File: config.mk
export PLATFORM = sky130hd
export DESIGN_NAME = interrupt_ctrl_flat
export DESIGN_NICKNAME = d
export VERILOG_FILES = /design/src/rtl/interrupt_ctrl_pkg.sv /design/src/rtl/interrupt_ctrl_if.sv /design/src/rtl/interrupt_ctrl.sv /design/src/flat_wrapper.sv
export SDC_FILE = /design/constraint.sdc
export NUM_CORES = 1
export LEC_CHECK = 0
export ABC_AREA = 1
export BUFFER_PORTS_ARGS = -buffer_cell sky130_fd_sc_hd__buf_4
export CAP_MARGIN = 30
export CORE_AREA = 2 2 104 106
export DETAILED_ROUTE_END_ITERATION = 8
export DIE_AREA = 0 0 106 108
export PLACE_DENSITY = 0.67
export SLEW_MARGIN = 15
export SYNTH_ARGS = -nofsm -noshare
export SYNTH_HDL_FRONTEND = slang
export SYNTH_SLANG_ARGS = --single-unit
File: constraint.sdc
create_clock -name clk -period 3.3 [get_ports clk]
set_clock_uncertainty 0.2 [all_clocks]
set_input_delay 0.66 -clock clk [delete_from_list [all_inputs] [get_ports clk]]
set_output_delay 0.66 -clock clk [all_outputs]
set_load 0.01 [all_outputs]
File: src/rtl/interrupt_ctrl_pkg.sv
// Shared definitions for the trap/interrupt sequencer: CSR addresses,
// trap cause codes, mstatus bit positions and the sequencer state encoding.
package interrupt_ctrl_pkg;

  // Machine-mode CSR addresses touched by the sequencer
  localparam logic [11:0] CSR_MSTATUS = 12'h300;
  localparam logic [11:0] CSR_MTVEC   = 12'h305;
  localparam logic [11:0] CSR_MEPC    = 12'h341;
  localparam logic [11:0] CSR_MCAUSE  = 12'h342;

  // mcause values; bit 31 marks an asynchronous interrupt
  localparam logic [31:0] CAUSE_ECALL_M = 32'd11;
  localparam logic [31:0] CAUSE_BREAK   = 32'd3;
  localparam logic [31:0] CAUSE_MTI     = 32'h8000_0007;
  localparam logic [31:0] CAUSE_MEI     = 32'h8000_000B;

  // mstatus field positions
  localparam int MSTATUS_MIE    = 3;
  localparam int MSTATUS_MPIE   = 7;
  localparam int MSTATUS_MPP_HI = 12;
  localparam int MSTATUS_MPP_LO = 11;

  typedef enum logic [2:0] {
    ST_IDLE      = 3'd0,
    ST_W_MEPC    = 3'd1,
    ST_W_MCAUSE  = 3'd2,
    ST_W_MSTATUS = 3'd3,
    ST_W_MRET    = 3'd4,
    ST_ASSERT    = 3'd5
  } state_t;

endpackage

File: src/rtl/interrupt_ctrl_if.sv
// Bundle between the execute stage / CSR file and the trap sequencer.
// The sequencer is the slave: it consumes pipeline/CSR state and produces
// the stall, CSR write port and redirect.
interface interrupt_ctrl_if #(
  parameter int XLEN = 32
);
  logic            inst_ecall_i;
  logic            inst_ebreak_i;
  logic            inst_mret_i;
  logic [XLEN-1:0] inst_addr_i;
  logic            jump_flag_i;
  logic [XLEN-1:0] jump_addr_i;
  logic [1:0]      int_flag_i;
  logic            global_int_en_i;
  logic [XLEN-1:0] csr_mtvec_i;
  logic [XLEN-1:0] csr_mepc_i;
  logic [XLEN-1:0] csr_mstatus_i;
  logic            hold_flag_o;
  logic            we_o;
  logic [XLEN-1:0] waddr_o;
  logic [XLEN-1:0] data_o;
  logic            int_assert_o;
  logic [XLEN-1:0] int_addr_o;

  modport slave (
    input  inst_ecall_i, inst_ebreak_i, inst_mret_i, inst_addr_i,
    input  jump_flag_i, jump_addr_i, int_flag_i, global_int_en_i,
    input  csr_mtvec_i, csr_mepc_i, csr_mstatus_i,
    output hold_flag_o, we_o, waddr_o, data_o, int_assert_o, int_addr_o
  );

  modport master (
    output inst_ecall_i, inst_ebreak_i, inst_mret_i, inst_addr_i,
    output jump_flag_i, jump_addr_i, int_flag_i, global_int_en_i,
    output csr_mtvec_i, csr_mepc_i, csr_mstatus_i,
    input  hold_flag_o, we_o, waddr_o, data_o, int_assert_o, int_addr_o
  );

endinterface

File: src/rtl/interrupt_ctrl.sv
// Trap and interrupt sequencer. On ecall/ebreak/async interrupt it stalls the
// pipeline, writes mepc, mcause and mstatus one per cycle, then strobes a
// redirect to the trap vector. On mret it restores mstatus and redirects to
// mepc. CSR-port and redirect outputs are decoded from the state register;
// only the stall request looks at the live event inputs.
module interrupt_ctrl
  import interrupt_ctrl_pkg::*;
#(
  parameter int VECTORED = 0,
  parameter int XLEN     = 32
) (
  input  logic           clk,
  input  logic           rst,
  interrupt_ctrl_if.slave bus
);

  localparam bit USE_VECTOR = (VECTORED != 0);

  state_t          state, state_next;
  logic [XLEN-1:0] cause, cause_next;
  logic [XLEN-1:0] pc, pc_next;
  logic            is_mret, is_mret_next;

  logic            hold;
  logic            csr_we;
  logic [XLEN-1:0] csr_waddr;
  logic [XLEN-1:0] csr_wdata;
  logic            redirect;
  logic [XLEN-1:0] redirect_addr;

  logic            take_ext;
  logic            take_tmr;
  logic [XLEN-1:0] async_pc;
  logic [XLEN-1:0] vector_addr;

  // Trap entry: save MIE into MPIE, disable interrupts, record M-mode as previous
  function automatic logic [XLEN-1:0] trap_mstatus(input logic [XLEN-1:0] s);
    logic [XLEN-1:0] r;
    r = s;
    r[MSTATUS_MPIE] = s[MSTATUS_MIE];
    r[MSTATUS_MIE]  = 1'b0;
    r[MSTATUS_MPP_HI:MSTATUS_MPP_LO] = 2'b11;
    return r;
  endfunction

  // Trap return: restore MIE from MPIE, set MPIE, stay in M-mode
  function automatic logic [XLEN-1:0] mret_mstatus(input logic [XLEN-1:0] s);
    logic [XLEN-1:0] r;
    r = s;
    r[MSTATUS_MIE]  = s[MSTATUS_MPIE];
    r[MSTATUS_MPIE] = 1'b1;
    r[MSTATUS_MPP_HI:MSTATUS_MPP_LO] = 2'b11;
    return r;
  endfunction

  assign take_ext = bus.global_int_en_i & bus.int_flag_i[1];
  assign take_tmr = bus.global_int_en_i & bus.int_flag_i[0];
  // An interrupt preempts the instruction in ex: resume at the branch target if ex is redirecting
  assign async_pc = bus.jump_flag_i ? bus.jump_addr_i : bus.inst_addr_i;

  // Trap vector: direct base, or base + 4*code for interrupts in vectored mode
  always_comb begin
    vector_addr = {bus.csr_mtvec_i[XLEN-1:2], 2'b00};
    if (USE_VECTOR && (bus.csr_mtvec_i[1:0] == 2'b01) && cause[31]) begin
      vector_addr = {bus.csr_mtvec_i[XLEN-1:2], 2'b00} + XLEN'({cause[4:0], 2'b00});
    end else begin
      vector_addr = {bus.csr_mtvec_i[XLEN-1:2], 2'b00};
    end
  end

  // State, latched cause/PC and return flag
  always_ff @(posedge clk) begin
    if (rst) begin
      state   <= ST_IDLE;
      cause   <= '0;
      pc      <= '0;
      is_mret <= 1'b0;
    end else begin
      state   <= state_next;
      cause   <= cause_next;
      pc      <= pc_next;
      is_mret <= is_mret_next;
    end
  end

  // Event detection, next state and per-state CSR/redirect outputs
  always_comb begin
    state_next    = state;
    cause_next    = cause;
    pc_next       = pc;
    is_mret_next  = is_mret;
    hold          = 1'b0;
    csr_we        = 1'b0;
    csr_waddr     = '0;
    csr_wdata     = '0;
    redirect      = 1'b0;
    redirect_addr = '0;
    case (state)
      ST_IDLE: begin
        if (bus.inst_ecall_i) begin
          hold         = 1'b1;
          cause_next   = XLEN'(CAUSE_ECALL_M);
          pc_next      = bus.inst_addr_i;
          is_mret_next = 1'b0;
          state_next   = ST_W_MEPC;
        end else if (bus.inst_ebreak_i) begin
          hold         = 1'b1;
          cause_next   = XLEN'(CAUSE_BREAK);
          pc_next      = bus.inst_addr_i;
          is_mret_next = 1'b0;
          state_next   = ST_W_MEPC;
        end else if (bus.inst_mret_i) begin
          hold         = 1'b1;
          is_mret_next = 1'b1;
          state_next   = ST_W_MRET;
        end else if (take_ext) begin
          hold         = 1'b1;
          cause_next   = XLEN'(CAUSE_MEI);
          pc_next      = async_pc;
          is_mret_next = 1'b0;
          state_next   = ST_W_MEPC;
        end else if (take_tmr) begin
          hold         = 1'b1;
          cause_next   = XLEN'(CAUSE_MTI);
          pc_next      = async_pc;
          is_mret_next = 1'b0;
          state_next   = ST_W_MEPC;
        end else begin
          state_next   = ST_IDLE;
        end
      end
      ST_W_MEPC: begin
        hold       = 1'b1;
        csr_we     = 1'b1;
        csr_waddr  = XLEN'(CSR_MEPC);
        csr_wdata  = pc;
        state_next = ST_W_MCAUSE;
      end
      ST_W_MCAUSE: begin
        hold       = 1'b1;
        csr_we     = 1'b1;
        csr_waddr  = XLEN'(CSR_MCAUSE);
        csr_wdata  = cause;
        state_next = ST_W_MSTATUS;
      end
      ST_W_MSTATUS: begin
        hold       = 1'b1;
        csr_we     = 1'b1;
        csr_waddr  = XLEN'(CSR_MSTATUS);
        csr_wdata  = trap_mstatus(bus.csr_mstatus_i);
        state_next = ST_ASSERT;
      end
      ST_W_MRET: begin
        hold       = 1'b1;
        csr_we     = 1'b1;
        csr_waddr  = XLEN'(CSR_MSTATUS);
        csr_wdata  = mret_mstatus(bus.csr_mstatus_i);
        state_next = ST_ASSERT;
      end
      ST_ASSERT: begin
        hold          = 1'b1;
        redirect      = 1'b1;
        redirect_addr = is_mret ? bus.csr_mepc_i : vector_addr;
        state_next    = ST_IDLE;
      end
      default: begin
        state_next = ST_IDLE;
      end
    endcase
  end

  assign bus.hold_flag_o  = hold;
  assign bus.we_o         = csr_we;
  assign bus.waddr_o      = csr_waddr;
  assign bus.data_o       = csr_wdata;
  assign bus.int_assert_o = redirect;
  assign bus.int_addr_o   = redirect_addr;

endmodule
File: src/flat_wrapper.sv
// flat-port wrapper written by rule: the top's interface ports become plain ports
module interrupt_ctrl_flat import interrupt_ctrl_pkg::*;
#(
  parameter int VECTORED = 0,
  parameter int XLEN     = 32
)
  (clk, rst, bus_inst_ecall_i, bus_inst_ebreak_i, bus_inst_mret_i, bus_inst_addr_i, bus_jump_flag_i, bus_jump_addr_i, bus_int_flag_i, bus_global_int_en_i, bus_csr_mtvec_i, bus_csr_mepc_i, bus_csr_mstatus_i, bus_hold_flag_o, bus_we_o, bus_waddr_o, bus_data_o, bus_int_assert_o, bus_int_addr_o);
  interrupt_ctrl_if #(.XLEN(XLEN)) bus_i ();
  input  logic clk;
  input  logic rst;
  input wire logic [$bits(bus_i.inst_ecall_i)-1:0] bus_inst_ecall_i;
  input wire logic [$bits(bus_i.inst_ebreak_i)-1:0] bus_inst_ebreak_i;
  input wire logic [$bits(bus_i.inst_mret_i)-1:0] bus_inst_mret_i;
  input wire logic [$bits(bus_i.inst_addr_i)-1:0] bus_inst_addr_i;
  input wire logic [$bits(bus_i.jump_flag_i)-1:0] bus_jump_flag_i;
  input wire logic [$bits(bus_i.jump_addr_i)-1:0] bus_jump_addr_i;
  input wire logic [$bits(bus_i.int_flag_i)-1:0] bus_int_flag_i;
  input wire logic [$bits(bus_i.global_int_en_i)-1:0] bus_global_int_en_i;
  input wire logic [$bits(bus_i.csr_mtvec_i)-1:0] bus_csr_mtvec_i;
  input wire logic [$bits(bus_i.csr_mepc_i)-1:0] bus_csr_mepc_i;
  input wire logic [$bits(bus_i.csr_mstatus_i)-1:0] bus_csr_mstatus_i;
  output wire logic [$bits(bus_i.hold_flag_o)-1:0] bus_hold_flag_o;
  output wire logic [$bits(bus_i.we_o)-1:0] bus_we_o;
  output wire logic [$bits(bus_i.waddr_o)-1:0] bus_waddr_o;
  output wire logic [$bits(bus_i.data_o)-1:0] bus_data_o;
  output wire logic [$bits(bus_i.int_assert_o)-1:0] bus_int_assert_o;
  output wire logic [$bits(bus_i.int_addr_o)-1:0] bus_int_addr_o;
  assign bus_i.inst_ecall_i = bus_inst_ecall_i;
  assign bus_i.inst_ebreak_i = bus_inst_ebreak_i;
  assign bus_i.inst_mret_i = bus_inst_mret_i;
  assign bus_i.inst_addr_i = bus_inst_addr_i;
  assign bus_i.jump_flag_i = bus_jump_flag_i;
  assign bus_i.jump_addr_i = bus_jump_addr_i;
  assign bus_i.int_flag_i = bus_int_flag_i;
  assign bus_i.global_int_en_i = bus_global_int_en_i;
  assign bus_i.csr_mtvec_i = bus_csr_mtvec_i;
  assign bus_i.csr_mepc_i = bus_csr_mepc_i;
  assign bus_i.csr_mstatus_i = bus_csr_mstatus_i;
  assign bus_hold_flag_o = bus_i.hold_flag_o;
  assign bus_we_o = bus_i.we_o;
  assign bus_waddr_o = bus_i.waddr_o;
  assign bus_data_o = bus_i.data_o;
  assign bus_int_assert_o = bus_i.int_assert_o;
  assign bus_int_addr_o = bus_i.int_addr_o;
  interrupt_ctrl #(.VECTORED(VECTORED), .XLEN(XLEN)) u_core (.clk(clk), .rst(rst), .bus(bus_i));
endmodule
==> qor.yml, run 1 <==
clock_tree:
  cts_tree: "yes"
  clockBufferDepth: 2
  clkTransAtPathRegs_ns: 0.08
  cts_resized: 0
  worstSkewPairLatency_ns: 0.29
  root_buffer: "clkbuf_8"
  hold_buffers: 0
  cts_setup_buffers: 0
  clock_sinks: 40
  cts_max_level: 2
  cts-buffers-inserted: 5
synthesis:
  synth_ff_type: "dfxtp_1"
  ys_ff_latch: 40
  synthCells: 586
  synth-edff-count: 0
  synth.distinct_cells: 17
  synth_area_mm2: 0.00317
  ys_warn_count: 0
  avgSynthCellArea_um2: 5.41
  synth_area_leader_cell: "nand2_1"
  ys_seq_area_share_pct: 25.2
  synthArstFlopShare_pct: 0
  yosysMostFrequentCell: "nand2_1"
  synthTopCellsByArea: "nand2_1 (29%), dfxtp_1 (25%), nor2_1 (9.1%)"
  yosysTopAreaCellShare_pct: 28.6
  synthTopCellsByCount: "nand2_1 (242), nor2_1 (77), inv_1 (49)"
detailed_routing:
  route.detailed.drc: 0
  dr.pass1.iters: 4
  avgRoutedWirePerCell_um: 12.7
  finalWirelength_mm: 11.9
  via_per_inst: 4.46
  drtAntennaViolNets: 0
  drt_iter0_markers: 224
  vias: 4171
die:
  dieArea_mm2: 0.0114
  die_h_um: 108
  coreArea_mm2: 0.0102
  die_w_um: 106
  rows: 37
  start_util_pct: 31.0
  ios: 268
worst_hold_path:
  worstHoldPathCells: 4
  worst_hold_startpoint: "u_core.pc[11]"
  min_path_type: "flip-flop to flip-flop"
  min_to: "u_core.pc[11]"
sta:
  whs_ns: 0.320
  fin_ws_ns: 0.403
  rsz0062_at_grt: "no"
  finalCritPeriodShare_pct: 87.8
  slew_headroom_pct: 41.8
  setup_tns_ns: 0
  setup_viol: 0
  hold_violations: 0
  final.min_clock_period_ns: 2.90
  fmax_mhz: 345
  tightest_slew_ns: 0.871
  drv_slew: 0
placed_design:
  hpwl_mm: 9.05
  portBuffers: 236
  dpl_cell_area_mm2: 0.00488
  pre_cts_ws_ns: 0.703
  gp_congestion: 0.794
worst_setup_path:
  reg2reg_slack_ns: 1.32
  worst_r2r_endpoint: "u_core.pc[31]"
  cp_data_arrival_time_ns: 2.04
  crit_path_end_kind: "output port"
  critical_path_class: "flip-flop to output port"
  cp_max_fo: 15
  startpoint_type: "flip-flop"
  worstReg2RegStart: "u_core.state[0]"
  r2r_cells: 6
  required_ns: 2.44
cells_and_area:
  drive_gt1_share_pct: 32.3
  area_delta_synth_final_pct: 57.7
  antennaDiodeCount: 0
  finish.instance_area_mm2: 0.00500
  finish.net_count: 967
grt:
  antenna_found_initial: 0
  grt_pass1_vias: 3834
  grt_pass1_wl_mm: 18.2
  gr-usage-all-layers_pct: 19.7
  grt_overflow: 0
  grt_max_degree: 72
pwr:
  irDropWorstVdd_uv: 227
  p_leak_nw: 2.84
  power_density_mw_per_mm2: 464
flow_run:
  maxCapViolCount: 0
status:
  status: "complete, no violations"
[where the power goes]
part	switching (mW)	internal, mW
logic	0.720	0.521
clock network	0.180	0.247
registers	0.0376	0.616
[sequential cells by signal, summed over array words and instances (netlist names)]
register,flops
u_core.pc,32
u_core.cause,4
u_core.state,3
u_core.is_mret,1
[through the flow]
stage | instances | util, % | total power [mW]
3_3_place_gp | 927 | 47.7 | 1.90
4_1_cts | 935 | 48.9 | 2.36
2_1_floorplan | 612 | - | 1.44
3_5_place_dp | 927 | 47.7 | 1.92
6_report | 935 | 48.9 | 2.32
5_1_grt | 935 | 48.9 | 2.54
[cell type report]
| cell class | instances | area [um2] |
|---|---|---|
| multi-input cells | 455 | 1880 |
| clock inverters | 2 | 38.8 |
| clock buffers | 6 | 82.6 |
| inverters | 51 | 191 |
| flip-flops and latches | 40 | 801 |
| well taps | 136 | 170 |
| fillers | 1078 | 5230 |
| repair buffers | 245 | 1840 |
[worst max-delay path by stage]
| stage | from | depth (start not counted) | slack [ns] | to |
|---|---|---|---|---|
| after floorplan | bus_inst_ecall_i | 5 | 1.17 | bus_hold_flag_o |
| after global placement | u_core.state[1] | 8 | 0.76 | bus_data_o[0] |
| after detailed placement | u_core.state[1] | 8 | 0.70 | bus_data_o[7] |
| after CTS | u_core.state[1] | 8 | 0.36 | bus_data_o[17] |
| after global routing | u_core.state[1] | 8 | 0.19 | bus_data_o[13] |
| final | u_core.state[1] | 8 | 0.40 | bus_data_o[7] |
[kinds of logic (layout without fill, tap and decap cells)]
group / after synthesis / after routing / synth area share [%]
flops: 40 / 40 / 25.2
compound gates: 70 / 70 / 11.6
simple gates: 358 / 358 / 44.4
other cells: 1 / 27 / 0.118
buf+inv: 117 / 304 / 18.7
[placed cells by master, fill, tap and decap left out]
cell       Yosys  routed
inv_2          1       1
clkinv_4       0       1
nand3_1       36      36
dfxtp_1       40      40
nor2_2         1       2
a21oi_1       35      35
o221ai_1       5       5
bufinv_16      0       1
nand2_1      242     242
clkinv_1       1       1
buf_4         37     245
clkbuf_8       0       6
nand2_2        1       1
nor2_1        77      76
inv_1         49      49
o21ai_0       30      30
conb_1         1      27
nand3_4        1       1
[metal layers]
metal  part of all wire [%]  vias to the layer above  track usage [%]  wire, um
met2                     50                      189             36.7      5900
met3                    9.7                       20             5.97      1160
met4                    3.0                        0             6.48       357
li1                       -                     2158                -         -
met5                      0                        -                0         0
met1                     38                     1804             21.3      4460
[critical path, stage by stage (launching register included)]
cell	delay [ns]
dfxtp_1	0.36
inv_1	0.08
nor2_1	0.16
nand2_1	0.07
nand2_1	0.45
buf_4	0.29
o21ai_0	0.09
o21ai_0	0.08
buf_4	0.15
(Power assumes the default switching activity.)
==> run 2, diff against run 1 <==
--- a/config.mk
+++ b/config.mk
@@ -11,7 +11,7 @@
 export CORE_AREA = 2 2 104 106
 export DETAILED_ROUTE_END_ITERATION = 8
 export DIE_AREA = 0 0 106 108
-export PLACE_DENSITY = 0.67
+export PLACE_DENSITY = 0.7
 export SLEW_MARGIN = 15
 export SYNTH_ARGS = -nofsm -noshare
 export SYNTH_HDL_FRONTEND = slang
==> run 2 against run 1 <==
Via count fell by 1.1%. Utilization rose by 0.20 points. Setup slack improved by 0.17 ns. Critical path type unchanged. Highest routed layer unchanged.
==> qor.yml, run 2 (synthesis results as in run 1) <==
status:
  status: "complete, no violations"
cells_and_area:
  fin_util_pct: 49.1  # +0.20 points
  antennaDiodeCount: 0  # unchanged
  mostFrequentLayoutCells: "buf_4 (245), nand2_1 (242), nor2_1 (76), inv_1 (49), dfxtp_1 (40)"
  finish.net_count: 968  # +0.10%
  fillCellCount: 1101  # +2.1%
  largest-register: "u_core.pc"
  area_delta_synth_final_pct: 58.3
  drive_gt1_share_pct: 32.4  # +0.085 points
  top_regs: "u_core.pc: 32 flops, u_core.cause: 4 flops, u_core.state: 3 flops"
  stdcell_count: 936  # +0.11%
  largest_reg_flops: 32  # unchanged
  final_common_cell: "buf_4"
detailed_routing:
  vias: 4126  # -1.1%
  dr.pass1.iters: 5  # +1
  drtAntennaViolNets: 0  # unchanged
  via_per_inst: 4.41  # -1.2%
  drt_iter0_markers: 153  # -32%
  finalWirelength_mm: 11.9  # about the same
  avgRoutedWirePerCell_um: 12.7  # -0.15%
  route.detailed.drc: 0  # unchanged
die:
  die_h_um: 108  # unchanged
  coreArea_mm2: 0.0102  # unchanged
  dieArea_mm2: 0.0114  # unchanged
  ios: 268  # unchanged
  die_w_um: 106  # unchanged
  rows: 37  # unchanged
  start_util_pct: 31.0  # unchanged
sta:
  hold_violations: 0  # unchanged
  setup_viol: 0  # unchanged
  rsz0062_at_grt: "no"
  fmax_mhz: 367  # +6.4%
  tightest_slew_ns: 0.765  # -0.106 ns
  final.min_clock_period_ns: 2.72  # -0.174 ns
  finalCritPeriodShare_pct: 82.5  # -5.3 points
  setup_tns_ns: 0  # unchanged
  drv_slew: 0  # unchanged
  slew_headroom_pct: 49.0  # +7.2 points
grt:
  grt_overflow: 0  # unchanged
  grt_max_degree: 72  # unchanged
  gr-usage-all-layers_pct: 19.5  # -0.20 points
  top_usage_layer: "met2"
  met1_usage_pct: 21.6  # +0.35 points
  grt_use_met3_pct: 5.30  # -0.66 points
  grt_pass1_vias: 3700  # -3.5%
  grt_pass1_wl_mm: 18.0  # -1.3%
  antenna_found_initial: 0  # unchanged
  grt_use_met2_pct: 37.6  # +0.92 points
clock_tree:
  cts-buffers-inserted: 5  # unchanged
  cts_tree: "yes"
  root_buffer: "clkbuf_8"
  worstSkewPairLatency_ns: 0.29  # about the same
  cts_setup_buffers: 0  # unchanged
  clkTransAtPathRegs_ns: 0.08  # about the same
  cts_resized: 0  # unchanged
  hold_buffers: 0  # unchanged
  cts_max_level: 2  # unchanged
  clock_sinks: 40  # unchanged
  clockBufferDepth: 2  # unchanged
pwr:
  p_switching_mw: 0.938  # about the same
  pwr-share-clk_pct: 18.6  # +0.2 points
  total_power_mw: 2.33  # +0.23%
  power_frac_comb_pct: 53.3  # -0.2 points
  swShare_pct: 40.3  # -0.074 points
  power_density_mw_per_mm2: 463  # -0.17%
  irDropWorstVdd_uv: 250  # +9.9%
  seqPwrFrac_pct: 28.1  # about the same
  p_leak_nw: 2.85  # +0.25%
  internal_power_mw: 1.39  # +0.35%
placed_design:
  dp_cells: 928  # +0.11%
  portBuffers: 236  # unchanged
  gp_congestion: 0.775  # -2.4%
  hpwl_mm: 9.01  # -0.38%
worst_setup_path:
  cp_cell_sequence: "nand3_1 -> buf_4 -> a21oi_1 -> buf_4"
  crit_path_end_kind: "output port"
  reg2reg_slack_ns: 1.36  # +0.04 ns
  path_common_cell: "buf_4"
  cp_top_family: "buffers and inverters"
  critical_path_class: "flip-flop to output port"
  worstReg2RegStart: "u_core.state[0]"
  cp_max_fo: 18  # +3
  startpoint_type: "flip-flop"
  crit_start: "u_core.state[0]"
  cp_data_arrival_time_ns: 1.86  # -0.18 ns
  path_buf_inv: 2  # -1
  slowest_delay_ns: 0.46  # about the same
  required_ns: 2.44  # about the same
  crit_path_top_delay_cell: "nand3_1"
worst_hold_path:
  min_path_type: "flip-flop to flip-flop"
  worst_hold_startpoint: "u_core.pc[18]"
flow_run:
  maxCapViolCount: 0  # unchanged
[run 2: cell count changes in the layout (fill, tap and decap cells not counted), sizes merged]
cell / before / now
buf: 245 / 246
[run 2: layout make-up]
| cell class | instances | area (um2) | area share (%) |
|---|---|---|---|
| Inverter | 51 | 191 | 3.81 |
| Tap cell | 136 | 170 | 3.39 |
| Sequential cell | 40 | 801 | 15.9 |
| Timing Repair Buffer | 246 | 1860 | 37.0 |
| Clock buffer | 6 | 82.6 | 1.64 |
| Multi-Input combinational cell | 455 | 1880 | 37.4 |
| Clock inverter | 2 | 38.8 | 0.772 |
[run 2: routing by layer]
layer	up-vias	wire, um	share of wire, %
met5	-	0	0
met4	0	73	0.62
met3	4	992	8.4
met2	177	6170	52
met1	1785	4630	39
li1	2160	-	-
[run 2: path summary, 6_finish.rpt]
check,end,cells after the start
hold reg to reg,u_core.pc[18],4
setup reg to reg,u_core.pc[24],6
setup / recovery,bus_int_addr_o[21],4
hold / removal,u_core.pc[18],4
[run 2: power by group through the flow]
stage	registers, mW	clock network (mW)	logic, mW
6_report	0.654	0.433	1.24
5_1_grt	0.666	0.470	1.40
4_1_cts	0.654	0.448	1.26
3_5_place_dp	0.665	0	1.25
3_3_place_gp	0.660	0	1.25
2_1_floorplan	0.657	0	0.784
[run 2: metrics by stage]
step                      setup WS [ns]  hold WS [ns]  instance area (um2)
final                             0.577         0.317                 5020
after global routing              0.372         0.350                 5020
after CTS                         0.562         0.322                 5020
after detailed placement          0.693         0.306                 4900
after global placement            0.751         0.301                 4900
after floorplan                    1.17         0.249                 3270
[run 2: worst min-delay path: cells and delay by family, from the launching register on]
family,cells,cell delay [ns]
flops,1,0.30
simple gates,3,0.13
buf+inv,1,0.05
==> run 3, diff against run 2 <==
--- a/config.mk
+++ b/config.mk
@@ -8,10 +8,10 @@
 export ABC_AREA = 1
 export BUFFER_PORTS_ARGS = -buffer_cell sky130_fd_sc_hd__buf_4
 export CAP_MARGIN = 30
-export CORE_AREA = 2 2 104 106
+export CORE_AREA = 2 2 105 107
 export DETAILED_ROUTE_END_ITERATION = 8
-export DIE_AREA = 0 0 106 108
-export PLACE_DENSITY = 0.7
+export DIE_AREA = 0 0 107 109
+export PLACE_DENSITY = 0.69
 export SLEW_MARGIN = 15
 export SYNTH_ARGS = -nofsm -noshare
 export SYNTH_HDL_FRONTEND = slang
==> constraint.sdc (replaced) <==
create_clock -name clk -period 2.8 [get_ports clk]
set_clock_uncertainty 0.2 [all_clocks]
set_input_delay 0.56 -clock clk [delete_from_list [all_inputs] [get_ports clk]]
set_output_delay 0.56 -clock clk [all_outputs]
set_load 0.01 [all_outputs]
==> run 3 against run 2 <==
Cell count up 0.64%. Sequential power grew 18%. First-iteration DRC count is 12% lower. Die area increased by 1.9%. Critical path type unchanged.
==> qor.yml, run 3 (synthesis results as in run 1) <==
clock_tree:
  cts_max_level: 2  # unchanged
  clockBufferDepth: 2  # unchanged
  cts_tree: "yes"
  clkTransAtPathRegs_ns: 0.09  # about the same
  worstSkewPairLatency_ns: 0.29  # about the same
  hold_buffers: 0  # unchanged
  cts_resized: 0  # unchanged
  cts-buffers-inserted: 5  # unchanged
  cts_setup_buffers: 0  # unchanged
  root_buffer: "clkbuf_8"
  clock_sinks: 40  # unchanged
worst_setup_path:
  cp_top_family: "buffers and inverters"
  slowest_delay_ns: 0.35  # -0.11 ns
  startpoint_type: "flip-flop"
  cp_data_arrival_time_ns: 1.73  # -0.13 ns
  reg2reg_slack_ns: 1.09  # -0.27 ns
  crit_path_top_delay_cell: "dfxtp_1"
  cp_cell_sequence: "inv_1 -> nor2_1 -> nand2_1 -> nand2_1 -> buf_4 -> inv_1 -> o21ai_0 -> buf_4"
  path_buf_inv: 4  # +2
  cp_max_fo: 30  # +12
  required_ns: 2.04  # -0.40 ns
  crit_path_end_kind: "output port"
  critical_path_class: "flip-flop to output port"
placed_design:
  pre_cts_ws_ns: 0.477  # -0.216 ns
  dpl_cell_area_mm2: 0.00492  # +0.41%
  hpwl_mm: 8.40  # -6.8%
  gp_congestion: 0.762  # -1.7%
  dp_cells: 934  # +0.65%
  portBuffers: 236  # unchanged
detailed_routing:
  dr.pass1.iters: 4  # -1
  route.detailed.drc: 0  # unchanged
  drtAntennaViolNets: 0  # unchanged
  highest_layer: "met4"
  route.met3.wl_mm: 1.07  # +7.9%
  finalWirelength_mm: 11.1  # -6.1%
  m1WireLength_mm: 4.35  # -6.0%
  via_per_inst: 4.36  # -1.1%
  drt_iter0_markers: 135  # -12%
  vias: 4107  # -0.46%
  route.met2.wl_mm: 5.58  # -9.5%
  avgRoutedWirePerCell_um: 11.8  # -6.7%
sta:
  finalCritPeriodShare_pct: 89.0
  drv_slew: 0  # unchanged
  whs_ns: 0.265  # -0.0528 ns
  setup_tns_ns: 0  # unchanged
  setup_viol: 0  # unchanged
  rsz0062_at_grt: "no"
  hold_violations: 0  # unchanged
  fmax_mhz: 401
  fin_ws_ns: 0.307  # -0.270 ns
  final.min_clock_period_ns: 2.49
die:
  ios: 268  # unchanged
  die_h_um: 109  # +0.93%
  coreArea_mm2: 0.0106  # +3.6%
  rows: 38  # +2.7%
  dieArea_mm2: 0.0117  # +1.9%
  start_util_pct: 29.9  # -1.1 points
  die_w_um: 107  # +0.94%
cells_and_area:
  fin_util_pct: 47.6  # -1.5 points
  finish.net_count: 970  # +0.21%
  mostFrequentLayoutCells: "buf_4 (247), nand2_1 (242), nor2_1 (76), inv_1 (49), dfxtp_1 (40)"
  area_delta_synth_final_pct: 59.0
  largest_reg_flops: 32  # unchanged
  fillCellCount: 1173  # +6.5%
  largest-register: "u_core.pc"
  top_regs: "u_core.pc: 32 flops, u_core.cause: 4 flops, u_core.state: 3 flops"
  antennaDiodeCount: 0  # unchanged
  finish.instance_area_mm2: 0.00504  # +0.40%
  drive_gt1_share_pct: 32.5  # +0.17 points
  stdcell_count: 942  # +0.64%
  final_common_cell: "buf_4"
grt:
  antenna_found_initial: 0  # unchanged
  grt_max_degree: 38  # -47%
  grt_pass1_vias: 3628  # -1.9%
  grt_pass1_wl_mm: 17.2  # -4.5%
  gr-usage-all-layers_pct: 18.2  # -1.3 points
  grt_overflow: 0  # unchanged
flow_run:
  maxCapViolCount: 0  # unchanged
pwr:
  p_leak_nw: 2.86  # +0.37%
  irDropWorstVdd_uv: 274  # +9.7%
  power_density_mw_per_mm2: 545  # +18%
  total_power_mw: 2.75  # +18%
worst_hold_path:
  min_path_type: "input port to flip-flop"
status:
  status: "complete, no violations"
[run 3: cell types whose count changed in the layout (fill, tap and decap cells not counted), sizes merged]
cell  change
buf       +2
[run 3: cell type report]
class / count / area [um2] / share of cell area (%)
multi-input cells: 455 / 1880 / 37.3
repair buffers: 248 / 1870 / 37.2
flip-flops and latches: 40 / 801 / 15.9
well taps: 140 / 175 / 3.47
clock inverters: 2 / 38.8 / 0.769
inverters: 51 / 191 / 3.80
clock buffers: 6 / 82.6 / 1.64
[run 3: worst paths after layout]
path                    from         endpoint  cells past startpoint
max          u_core.state[1]   bus_data_o[12]                      8
min                      rst  u_core.state[2]                      2
max reg2reg  u_core.state[0]    u_core.pc[30]                      7
min reg2reg   u_core.is_mret   u_core.is_mret                      2
[run 3: per-layer routing]
layer / vias to the layer above / track usage [%]
met5: - / 0
met4: 0 / 3.90
met3: 12 / 5.38
met2: 169 / 34.3
met1: 1766 / 20.4
li1: 2160 / -
[run 3: where the power goes]
group          internal (mW)  switching, mW  leakage (nW)
clock network          0.292          0.223        0.0614
registers              0.726         0.0427         0.332
logic                  0.630          0.836          2.47
total                   1.65           1.10          2.86
[run 3: worst reg2reg max path, stage by stage, from the launching register on]
cell,delay [ns]
dfxtp_1,0.36
nor2_2,0.11
nand2_1,0.10
inv_2,0.10
nand3_4,0.29
buf_12,0.30
nor2_1,0.11
nor2_1,0.06
